[src/rtl/inv_pwm_pkg.sv]
// inv_pwm_pkg: shared count width, limit FSM encoding and default timing values
package inv_pwm_pkg;
  localparam int CNT_W = 16;
  localparam logic [CNT_W-1:0] PWM_GLITCH_DEF = 16'd5;
  localparam logic [CNT_W-1:0] CZ_FILT_DEF = 16'd100;
  localparam logic [CNT_W-1:0] OC_FILT_DEF = 16'd3;
  localparam logic [CNT_W-1:0] LMT_HOLD_DEF = 16'd500;
  localparam logic [7:0] LMT_FAULT_CNT_DEF = 8'd20;
  localparam logic [1:0] LMT_IDLE = 2'd0;
  localparam logic [1:0] LMT_ACTIVE = 2'd1;
  localparam logic [1:0] LMT_HOLD = 2'd2;
  localparam logic [1:0] LMT_WAIT = 2'd3;
endpackage

[src/rtl/inv_sig_filter.sv]
// inv_sig_filter: 2-flop synchronizer followed by an N-cycle stability filter
module inv_sig_filter import inv_pwm_pkg::*; #(
  parameter logic [CNT_W-1:0] N = 16'd1
) (
  input  logic clk_100,
  input  logic RST,
  input  logic raw,
  output logic filt
);
  logic s1, s2, done;
  logic [CNT_W-1:0] cnt;
  // cnt holds the number of earlier disagreeing cycles, so this one is the N-th
  assign done = ({1'b0, cnt} + 17'd1) >= {1'b0, N};
  always_ff @(posedge clk_100) begin
    if (RST) begin
      s1 <= 1'b0;
      s2 <= 1'b0;
      filt <= 1'b0;
      cnt <= '0;
    end else begin
      s1 <= raw;
      s2 <= s1;
      if (s2 == filt) cnt <= '0;
      else if (done) begin
        filt <= s2;
        cnt <= '0;
      end else if (cnt != '1) cnt <= cnt + 1'b1;
    end
  end
endmodule

[src/rtl/inv_pwm_input_filter.sv]
// inv_pwm_input_filter: filtered PWM/polarity inputs plus over-current limit FSM
// INV_LMT_FAULT_LATCH_EN enables the repeated-limit fault counter and sticky latch.
module inv_pwm_input_filter import inv_pwm_pkg::*; #(
  parameter logic [CNT_W-1:0] PWM_GLITCH = PWM_GLITCH_DEF,
  parameter logic [CNT_W-1:0] CZ_FILT = CZ_FILT_DEF,
  parameter logic [CNT_W-1:0] OC_FILT = OC_FILT_DEF,
  parameter logic [CNT_W-1:0] LMT_HOLD = LMT_HOLD_DEF,
  parameter logic [7:0] LMT_FAULT_CNT = LMT_FAULT_CNT_DEF
) (
  input  logic clk_100,
  input  logic RST,
  input  logic InvPwm_En,
  input  logic Inv_Pwm_Raw,
  input  logic Inv_CrossZero_Raw,
  input  logic Inv_OverCur_Raw,
  input  logic Fault_Clr,
  output logic Inv_Pwm_X,
  output logic Inv_CrossZero_X,
  output logic Inv_Pwm_LMTX,
  output logic Inv_Fault
);
  logic ocX, ocPrev, pwmPrev, czPrev, ocRise, pwmRise, czEdge, holdDone, limEntry;
  logic [1:0] state, stateNext;
  logic [CNT_W-1:0] holdCnt, holdNext;
  inv_sig_filter #(.N(PWM_GLITCH)) uPwm (.clk_100(clk_100), .RST(RST), .raw(Inv_Pwm_Raw), .filt(Inv_Pwm_X));
  inv_sig_filter #(.N(CZ_FILT)) uCz (.clk_100(clk_100), .RST(RST), .raw(Inv_CrossZero_Raw), .filt(Inv_CrossZero_X));
  inv_sig_filter #(.N(OC_FILT)) uOc (.clk_100(clk_100), .RST(RST), .raw(Inv_OverCur_Raw), .filt(ocX));
  assign ocRise = ocX & ~ocPrev;
  assign pwmRise = Inv_Pwm_X & ~pwmPrev;
  assign czEdge = Inv_CrossZero_X ^ czPrev;
  assign holdDone = ({1'b0, holdCnt} + 17'd1) >= {1'b0, LMT_HOLD};
  assign limEntry = (state == LMT_IDLE) && (stateNext == LMT_ACTIVE);
  always_comb begin
    stateNext = state;
    holdNext = holdCnt;
    if (!InvPwm_En) begin
      stateNext = LMT_IDLE;
      holdNext = '0;
    end else begin
      case (state)
        LMT_IDLE: stateNext = ocRise ? LMT_ACTIVE : LMT_IDLE;
        LMT_ACTIVE: if (!ocX) begin
          stateNext = inv_pwm_pkg::LMT_HOLD;
          holdNext = '0;
        end
        inv_pwm_pkg::LMT_HOLD: if (ocX) begin
          stateNext = LMT_ACTIVE;
          holdNext = '0;
        end else if (holdDone) stateNext = LMT_WAIT;
        else if (holdCnt != '1) holdNext = holdCnt + 1'b1;
        LMT_WAIT: stateNext = ocX ? LMT_ACTIVE : pwmRise ? LMT_IDLE : LMT_WAIT;
        default: stateNext = LMT_IDLE;
      endcase
    end
  end
  always_ff @(posedge clk_100) begin
    if (RST) begin
      state <= LMT_IDLE;
      holdCnt <= '0;
      ocPrev <= 1'b0;
      pwmPrev <= 1'b0;
      czPrev <= 1'b0;
    end else begin
      state <= stateNext;
      holdCnt <= holdNext;
      ocPrev <= ocX;
      pwmPrev <= Inv_Pwm_X;
      czPrev <= Inv_CrossZero_X;
    end
  end
`ifdef INV_LMT_FAULT_LATCH_EN
  logic [7:0] faultCnt, faultBase, faultNext;
  logic faultHit;
  // an entry coinciding with a cross-zero edge or clear counts as the first of a new half-cycle
  assign faultBase = (czEdge || Fault_Clr) ? 8'd0 : faultCnt;
  assign faultNext = (limEntry && faultBase != 8'hFF) ? faultBase + 1'b1 : faultBase;
  always_ff @(posedge clk_100) begin
    if (RST) begin
      faultCnt <= '0;
      faultHit <= 1'b0;
      Inv_Fault <= 1'b0;
    end else begin
      faultCnt <= faultNext;
      faultHit <= limEntry && (faultNext == LMT_FAULT_CNT);
      Inv_Fault <= faultHit | (Inv_Fault & ~Fault_Clr);
    end
  end
  assign Inv_Pwm_LMTX = (state == LMT_IDLE) && !Inv_Fault;
`else
  logic unusedSink;
  assign unusedSink = ^{Fault_Clr, limEntry, czEdge};
  assign Inv_Fault = 1'b0;
  assign Inv_Pwm_LMTX = (state == LMT_IDLE);
`endif
endmodule

[config.mk]
export PLATFORM = sky130hd
export DESIGN_NAME = inv_pwm_input_filter
export DESIGN_NICKNAME = d
export VERILOG_FILES = /design/src/rtl/inv_pwm_pkg.sv /design/src/rtl/inv_sig_filter.sv /design/src/rtl/inv_pwm_input_filter.sv
export SDC_FILE = /design/constraint.sdc
export NUM_CORES = 1
export LEC_CHECK = 0
export ABC_AREA = 1
export BUFFER_PORTS_ARGS = -buffer_cell sky130_fd_sc_hd__buf_2
export CORE_ASPECT_RATIO = 0.7
export CORE_UTILIZATION = 45
export CTS_BUF_LIST = sky130_fd_sc_hd__clkbuf_16
export CTS_CLUSTER_DIAMETER = 40
export CTS_CLUSTER_SIZE = 24
export DETAILED_ROUTE_END_ITERATION = 10
export SYNTH_ARGS = -nofsm -noshare
export SYNTH_HDL_FRONTEND = slang
export SYNTH_SLANG_ARGS = --single-unit
export TNS_END_PERCENT = 20
[constraint.sdc]
create_clock -name clk_100 -period 4.9 [get_ports clk_100]
set_clock_uncertainty 0.05 [all_clocks]
set_input_delay 0.49 -clock clk_100 [delete_from_list [all_inputs] [get_ports clk_100]]
set_output_delay 0.49 -clock clk_100 [all_outputs]
set_load 0.01 [all_outputs]
# Word-level counts from Yosys, hierarchy flattened
# Index checks and enable logic that the tools add are counted.
[op_classes]
addsub = 8
mul = 0
n_div = 0
n_lt_le_gt_ge = 4
eq_ne = 14
shifts = 0
mux = 12
bitwise_logic = 8
n_reduce_logical = 11
[op_table]
columns = ["op", "count"]
rows = [
  ["16-bit by 1-bit adder with 17-bit output, second input constant", 4],
  ["16-bit by 1-bit adder with 16-bit output, second input constant", 4],
  ["16-bit two-way mux", 4],
  ["16-bit != test, second input constant", 4],
  ["16-bit case mux with 2 select lines", 1],
  ["17-bit by 2-bit greater-or-equal comparator with 1-bit output, second input constant", 1],
  ["17-bit by 3-bit greater-or-equal comparator with 1-bit output, second input constant", 1],
  ["17-bit by 7-bit greater-or-equal comparator with 1-bit output, second input constant", 1],
  ["17-bit by 9-bit greater-or-equal comparator with 1-bit output, second input constant", 1],
  ["2-bit two-way mux", 5],
  ["3-bit by 2-bit != test with 1-bit output, second input constant", 3],
  ["3-bit OR reduction", 3],
  ["2-bit case mux with 4 select lines", 1],
  ["2-bit AND reduction", 4],
  ["1-bit NOT", 6],
  ["2-bit == test, second input constant", 2],
  ["4-bit AND reduction", 1],
  ["1-bit == test", 3],
  ["1-bit bitwise AND", 2],
  ["2-bit by 1-bit == test with 1-bit output, second input constant", 1],
  ["2-bit zero test", 1],
  ["2-bit != test, second input constant", 1],
  ["2-bit nonzero test", 1],
  ["2-bit OR reduction", 1],
  ["1-bit two-way mux", 1],
]
[totals]
ff_bits = 77
latchBits = 0
ramBits = 0
romBits = 0
input_bits = 7
out_inout_bits = 4
wordCells = 73
mem_count = 0

# Depth between registers and ports, before layout
# Gate-level depths: netlist (run 1).
[depth]
depth_word = 5
depth_mapped = 14
depth_no_buf = 14

# Hierarchy
# From an unflattened synthesis (run 1), not the netlist that was laid out.
[unflattened]
hier_cells = 707
area_unflattened_um2 = 4500.6
[modules_own_cells]
columns = ["module", "instances", "cells_per_inst", "area_each_um2", "seq_area_each_um2"]
rows = [
  ["inv_pwm_input_filter", 1, 227, 1371.3, 400.4],
  ["inv_sig_filter at uPwm", 1, 163, 1054.8, 380.4],
  ["inv_sig_filter at uOc", 1, 167, 1049.8, 380.4],
  ["inv_sig_filter at uCz", 1, 150, 1024.7, 380.4],
]

# Worst setup path after synthesis (run 1)
# Ideal clock, no wire load.
[synth_timing]
path_kind = "register -> register"
startpoint = "reg uOc.cnt[0]"
endpoint = "reg uOc.filt"
setup_time_ns = 0.115
t_arrival_ns = 1.775
t_required_ns = 4.735
path_slack_ns = 2.960
path_stages_with_launch = 11
n_path_buf = 0
period_less_slack_ns = 1.940
path_cell_list = "dfxtp_1 -> ha_1 -> nand3_1 -> nor3_1 -> nand3b_1 -> o21ai_0 -> nand3_1 -> nor2_1 -> nand3_1 -> nand2_1 -> nor2_1"
[synth_between]
elab_chain_cells = 3
[synth_lines]
columns = ["item", "line", "rtl"]
rows = [
  ["start, declared", "inv_sig_filter.sv:11", "logic [CNT_W-1:0] cnt;"],
  ["start signal, assigned", "inv_sig_filter.sv:27", "end else if (cnt != '1) cnt <= cnt + 1'b1;"],
  ["16-bit by 1-bit adder with 17-bit output", "inv_sig_filter.sv:13", "assign done = ({1'b0, cnt} + 17'd1) >= {1'b0, N};"],
  ["17-bit by 2-bit greater-or-equal comparator with 1-bit output", "inv_sig_filter.sv:13", ""],
  ["2-bit AND reduction (no line)", "n/a", ""],
  ["end signal, assigned", "inv_sig_filter.sv:18", "filt <= 1'b0;"],
  ["end signal, assigned", "inv_sig_filter.sv:25", "filt <= s2;"],
  ["end, declared", "inv_sig_filter.sv:8", "output logic filt"],
]
# Every way passes these cells.
# A chain may end at the register's enable or synchronous reset.

# Worst setup path after layout (run 1)
[layout_timing]
startpoint = "reg holdCnt[0]"
endpoint = "reg holdCnt[14]"
[layout_between]
elab_chain_cells = 5
elab_cells_between_ends = 11
cone_classes = "add/sub: 2; order compare: 1; eq/ne: 3; mux: 4; reduce/logical: 1"
[layout_lines]
columns = ["item", "line", "rtl"]
rows = [
  ["start, declared", "inv_pwm_input_filter.sv:24", "logic [CNT_W-1:0] holdCnt, holdNext;"],
  ["start signal, assigned", "inv_pwm_input_filter.sv:65", "holdCnt <= holdNext;"],
  ["branches (longest 5 deep; another with 16-bit by 1-bit adder with 17-bit output)", "n/a", ""],
]
# Parallel ways; which one is timed is not known. The select of a mux whose other input is x is not followed.

==> metrics.md, run 1 <==
| Metric | Value |
|---|---|
| Status | `finished clean` |
| GPL Wtd Cong | `0.8804` |
| Max-slew headroom | `0.4347` |
| RSZ-0062 raised after global routing | `no` |
| Core ar. | `0.008618 mm²` |
| Global route overflow | `0` |
| # diodes | `0` |
| Final hold violation count | `0` |
| CP endpoint kind | `flip-flop` |
| Post-synthesis instance total | `621` |
| TritonCTS Buffers | `9` |
| First-pass GRT wire length | `14.51 mm` |
| Die ar. | `0.009429 mm²` |
| Post-CTS Setup Inserts | `0` |
| Vias in the first global route | `3,357` |
| Critical Path Start Type | `flip-flop` |
| Worst VDD drop | `0.0002066 V` |
| Dpl hpwl | `6.539 mm` |
| Share of layout cells above drive strength 1 | `0.04889` |
| FMAX | `397.2 MHz` |
| Routed Antenna Nets | `0` |
| Post-Place Cells | `780` |
| P_leak | `2.079 nW` |
| Vias per Instance | `4.766` |
| H-tree levels | `3` |
| Die W | `115.6 µm` |
| # rows | `28` |
| Pwr dens | `303.8 mW/mm²` |
| Grt peak-use layer | `met2` |
| CTS clk-pin slew, worst paths | `0.06 ns` |
| Required time of the critical path | `5.07 ns` |
| CP max FO | `19` |
| Min Tclk post-route | `2.518 ns` |
| GRT Total Usage | `0.1986` |
| Clock root buffer | `clkbuf_16` |
| Area Overhead vs Synth | `14.80%` |
| MaxCap Viol Count | `0` |
| TritonCTS clock tree | `built` |
| Post-CTS Hold Fix Bufs | `0` |
| Layout net count | `684` |
| Worst hold path class | `input pin to flip-flop` |
| Setup violators final | `0` |
| Wire per inst | `10.77 µm` |
| Synthesized cell area | `0.004068 mm²` |
| IO Pins | `11` |
| Crit share post-route | `0.5139` |
| DRC | `0` |
| Largest net degree at the start of global routing | `20` |
| M3 GR Usage | `0.05609` |
| Routed WL | `8.562 mm` |
| Initial drt markers | `205` |
| Yosys warnings | `0` |
| Seq/Total Area, Yosys | `0.3790` |
| Grt met1 use | `0.2640` |
| CTS max path bufs | `2` |
| Synthesized flop and latch total | `77` |
| Utilization after layout | `0.5418` |
| Initial Utilization | `0.4720` |
| Crit path DAT | `2.68 ns` |
| Port bufs | `8` |
| Avg Cell Area, Syn | `6.550 µm²` |
| Crit Path Category | `flip-flop to flip-flop` |
| Max Slew Vio Count | `0` |
| Clk_lat worst skew | `0.34 ns` |
| DR pass1 iterations | `4` |
| Post-synthesis cell type count | `31` |
| Clock Sink Count | `77` |
| Measured slew at the worst slew-check pin | `0.8449 ns` |
| Setup TNS | `0 ns` |
| Post-CTS Resized | `0` |
| GR Util met2 | `0.3090` |
| Initial antenna violation count | `0` |
| Vias | `3,789` |
| Finished Layout Cells | `795` |
| Die Y | `81.55 µm` |
## path summary, 6_finish.rpt
check | start | end | slack (ns) | cells after the start
max | holdCnt[0] | holdCnt[14] | 2.38 | 12
min | Inv_OverCur_Raw | uOc.s1 | 0.31 | 3
max reg2reg | holdCnt[0] | holdCnt[14] | 2.38 | 12
min reg2reg | uCz.s1 | uCz.s2 | 0.35 | 2
## metrics by stage
stage	power (W)	instance area (µm²)	hold slack [ns]	setup WS, ns
2_1_floorplan	0.0007218	4203	0.3383	2.960
3_5_place_dp	0.0007382	4364	0.3450	2.421
5_1_grt	0.001474	4669	0.3071	2.107
6_report	0.001419	4669	0.3098	2.382
3_3_place_gp	0.0007361	4364	0.3422	2.450
4_1_cts	0.001433	4669	0.3005	2.386
## cell usage in the layout (no fill, tap or decap), drive strengths merged
| master | instances |
|---|---|
| nand2 | 164 |
| nor2 | 119 |
| dfxtp | 77 |
| inv | 76 |
| nand3 | 61 |
| conb | 37 |
| nand4 | 24 |
| xor2 | 19 |
| a21oi | 18 |
| nor3 | 13 |
| o21ai | 11 |
| clkbuf | 9 |
| buf | 9 |
| nand3b | 8 |
| xnor2 | 6 |
| ha | 6 |
| o21bai | 4 |
| clkinv | 4 |
| or2 | 3 |
| bufinv | 2 |
| nor4 | 1 |
| and2 | 1 |
| o31ai | 1 |
| mux2i | 1 |
| clkinvlp | 1 |
## layout make-up
| class | instances | area (µm²) |
|---|---|---|
| clock inverters | 6 | 80.08 |
| inverters | 77 | 289.0 |
| fillers | 882 | 3949 |
| flip-flops and latches | 77 | 1541 |
| repair buffers | 9 | 47.55 |
| clock buffers | 9 | 225.2 |
| multi-input cells | 497 | 2336 |
| well taps | 120 | 150.1 |
## routing by layer
metal | vias to the layer above | wire, µm
met2 | 53 | 3587
met5 | - | 0
met1 | 1676 | 4549
met4 | 0 | 67
met3 | 7 | 357
li1 | 2053 | -
## critical path: stages (launching register included)
cell and delay, ns:
dfxtp_1 0.41, ha_1 0.24, nand2_1 0.08, nor2_2 0.25, nand4_1 0.14, nand2_1 0.09
nand2_1 0.06, nor2_1 0.09, nand2_1 0.12, o21ai_4 0.42, nand2_1 0.27, nand2_1 0.12
nor2_1 0.05
## cells by family (layout without fill, tap and decap cells)
family	after synthesis	count (layout)	share of synthesized area
mux	1	1	0.002461
xor+xnor	25	25	0.05383
flops	77	77	0.3790
fa+ha+maj	6	6	0.01846
buf+inv	83	101	0.07998
other cells	1	37	0.0009219
compound gates	34	34	0.04768
simple gates	394	394	0.4177
## state kept, by name, indices dropped and copies added (netlist names), 2 cells and up
register	flops
state	2
uPwm.cnt	16
holdCnt	16
uCz.cnt	16
uOc.cnt	16
## power by group
part	internal, W	leakage [nW]	total [W]	switching [W]
Combinational	0.0000217	1.29	0.0000622	0.0000405
Sequential	0.000646	0.636	0.000664	0.0000172
Clock	0.000438	0.150	0.000693	0.000254
Total	0.00111	2.08	0.00142	0.000312
## synth_stat cells
master,n,share of area
dfxtp_1,77,0.38
clkinv_1,2,0.0018
ha_1,6,0.018
nor3_1,13,0.016
a21oi_1,18,0.022
o21ai_4,1,0.0040
xnor2_1,6,0.013
o31ai_1,1,0.0018
and2_1,1,0.0015
o21ai_0,8,0.0098
nor2_4,1,0.0028
nand4_1,24,0.037
conb_1,1,0.00092
buf_2,2,0.0025
nor2_1,113,0.10
clkbuf_1,2,0.0018
buf_6,1,0.0028
nor2_2,5,0.0077
nor4_1,1,0.0015
o21ai_1,2,0.0025
or2_2,2,0.0031
nand2_2,2,0.0031
mux2i_1,1,0.0025
or2_1,1,0.0015
nand3_1,61,0.075
xor2_1,19,0.041
buf_4,1,0.0018
nand2_1,162,0.15
nand3b_1,8,0.015
inv_1,75,0.069
o21bai_1,4,0.0074
Power figures use the tool's default switching activity.
==> run 2: changes to the inputs <==
- clock period: 4.9 -> 2.6 ns (I/O delays scaled with it)
==> run 2 against run 1 <==
Net effect: first-iteration DRC count shrank 14%; design area grew 0.54%; die area is the same; fmax grew 11%; worst hold slack lost 0.23 ns; non-clock buffer count grew 3; worst setup slack lost 2.1 ns; global-route usage shrank 0.38 points; critical path depth shrank 2; critical path type unchanged; highest routed layer unchanged.
==> metrics.md, run 2 (synthesized netlist as in run 1, its figures left out) <==
| Metric | Value |
|---|---|
| Status | `finished clean` |
| CTS clk-pin slew, worst paths | `0.06 ns (about the same)` |
| Worst hold path class | `input pin to flip-flop` |
| Worst path cell trace | `ha_1 > nand3_1 > nor3_1 > nand3b_1 > o21ai_0 > nand3_1 > nor2_1 > nand3_1 > nand2_1 > nor2_1` |
| Routed Antenna Nets | `0 (unchanged)` |
| Required time of the critical path | `2.78 ns (-2.29 ns)` |
| Crit path DAT | `2.46 ns (-0.22 ns)` |
| Clock root buffer | `clkbuf_16` |
| DRC | `0 (unchanged)` |
| Routed length on met2 | `3.491 mm (-2.7%)` |
| IO Pins | `11 (unchanged)` |
| Commonest non-fill, non-tap cell in the layout | `nand2_1` |
| Share of layout cells above drive strength 1 | `0.05155 (+0.002658)` |
| Layout net count | `687 (+0.44%)` |
| Measured slew at the worst slew-check pin | `0.7002 ns (-0.1446 ns)` |
| Setup violators final | `0 (unchanged)` |
| Most frequent cells in the layout | `nand2_1, nor2_1, inv_1, dfxtp_1, nand3_1` |
| TritonCTS clock tree | `built` |
| Clk_lat worst skew | `0.34 ns (about the same)` |
| FMAX | `439.3 MHz (+11%)` |
| Met3 Wirelength | `337 µm (-5.6%)` |
| # rows | `28 (unchanged)` |
| GRT Total Usage | `0.1949 (-0.003770)` |
| Die ar. | `0.009429 mm² (unchanged)` |
| # diodes | `0 (unchanged)` |
| Vias per Instance | `4.683 (-1.7%)` |
| Post-CTS Setup Inserts | `0 (unchanged)` |
| Pwr dens | `568.4 mW/mm² (+87%)` |
| Reg-to-reg slack, setup | `0.32 ns (-2.06 ns)` |
| CP max FO | `5 (-14)` |
| WL met1 | `4.462 mm (-1.9%)` |
| Bufs and invs on worst path | `0 (unchanged)` |
| Crit share post-route | `0.8755 (+0.3617)` |
| Largest net degree at the start of global routing | `20 (unchanged)` |
| Clock Sink Count | `77 (unchanged)` |
| Dpl hpwl | `6.366 mm (-2.6%)` |
| Core ar. | `0.008618 mm² (unchanged)` |
| TritonCTS Buffers | `9 (unchanged)` |
| Final hold violation count | `0 (unchanged)` |
| DR top layer | `met4` |
| Crit path max-delay family | `simple AND/OR/NAND/NOR gates` |
| Worst VDD drop | `0.0003775 V (+83%)` |
| Post-CTS Resized | `0 (unchanged)` |
| Max-slew headroom | `0.5296 (+0.09492)` |
| P_leak | `2.096 nW (+0.82%)` |
| Initial drt markers | `176 (-14%)` |
| CTS max path bufs | `2 (unchanged)` |
| Die W | `115.6 µm (unchanged)` |
| Crit Path Category | `flip-flop to flip-flop` |
| H-tree levels | `3 (unchanged)` |
| Fillers | `882 (unchanged)` |
| CP max stage delay | `0.45 ns (+0.03 ns)` |
| Setup TNS | `0 ns (unchanged)` |
| DP Area | `0.004387 mm² (+0.52%)` |
| Post-CTS Hold Fix Bufs | `0 (unchanged)` |
| Slowest-stage cell, CP | `nor3_1` |
| Critical Path Start Type | `flip-flop` |
| Initial Utilization | `0.4720 (unchanged)` |
| RSZ-0062 raised after global routing | `no` |
| GPL Wtd Cong | `0.8343 (-5.2%)` |
| Most common cell on crit path | `nand3_1` |
| Final instance area | `0.004695 mm² (+0.54%)` |
| Global route overflow | `0 (unchanged)` |
| Min Tclk post-route | `2.276 ns (-0.2415 ns)` |
| Wire per inst | `10.50 µm (-2.5%)` |
| Vias in the first global route | `3,248 (-3.2%)` |
| CP endpoint kind | `flip-flop` |
| MaxCap Viol Count | `0 (unchanged)` |
| First-pass GRT wire length | `14.35 mm (-1.1%)` |
| DR pass1 iterations | `4 (unchanged)` |
| Max Slew Vio Count | `0 (unchanged)` |
| Port bufs | `8 (unchanged)` |
| Vias | `3,742 (-1.2%)` |
| Area Overhead vs Synth | `15.41%` |
| Die Y | `81.55 µm (unchanged)` |
| Routed WL | `8.393 mm (-2.0%)` |
| Initial antenna violation count | `0 (unchanged)` |
-- run 2: worst register-to-register path: cells and delay by family (launching register included) --
kind | cells | cell delay (ns)
simple gates | 8 | 1.23
flops | 1 | 0.41
compound gates | 1 | 0.26
fa+ha+maj | 1 | 0.21
-- run 2: area by class of cell --
cell class                 instances  area [µm²]  share of cell area
timing repair buffer              12       70.07             0.01493
multi-input combinational        497        2336              0.4976
inverter                          77       289.0             0.06157
clock buffer                       9       225.2             0.04797
clock inverter                     7       82.58             0.01759
sequential                        77        1541              0.3284
tap                              120       150.1             0.03198
-- run 2: where the power goes --
part | leakage, nW | internal (W) | switching (W) | total, W
clock | 0.153 | 0.000826 | 0.000475 | 0.00130
combinational | 1.31 | 0.0000419 | 0.0000743 | 0.000116
sequential | 0.636 | 0.00122 | 0.0000326 | 0.00125
-- run 2: worst paths after layout --
check,cells after the start,endpoint,startpoint
worst max-delay path,10,uOc.filt,uOc.cnt[0]
worst min-delay path,3,uPwm.s1,Inv_Pwm_Raw
worst max register to register,10,uOc.filt,uOc.cnt[0]
worst min register to register,2,uOc.s2,uOc.s1
-- run 2: metrics by stage --
step                      total power (W)  utilization  cells  hold WS (ns)  worst slack [ns]
final                            0.002668       0.5447    799       0.07697            0.3236
after floorplan                  0.001360            -    657        0.3170            0.6597
after detailed placement         0.001391       0.5090    783        0.3492            0.3195
after global routing             0.002780       0.5447    799       0.07992           0.09298
after global placement           0.001389       0.5090    783        0.3429            0.4103
after CTS                        0.002709       0.5447    799       0.06495            0.3010
-- run 2: layer usage --
layer  up-vias  GRT usage
met4         0    0.05769
met3         9    0.05756
li1       2040          -
met5         -          0
met1      1636     0.2609
met2        57     0.3036
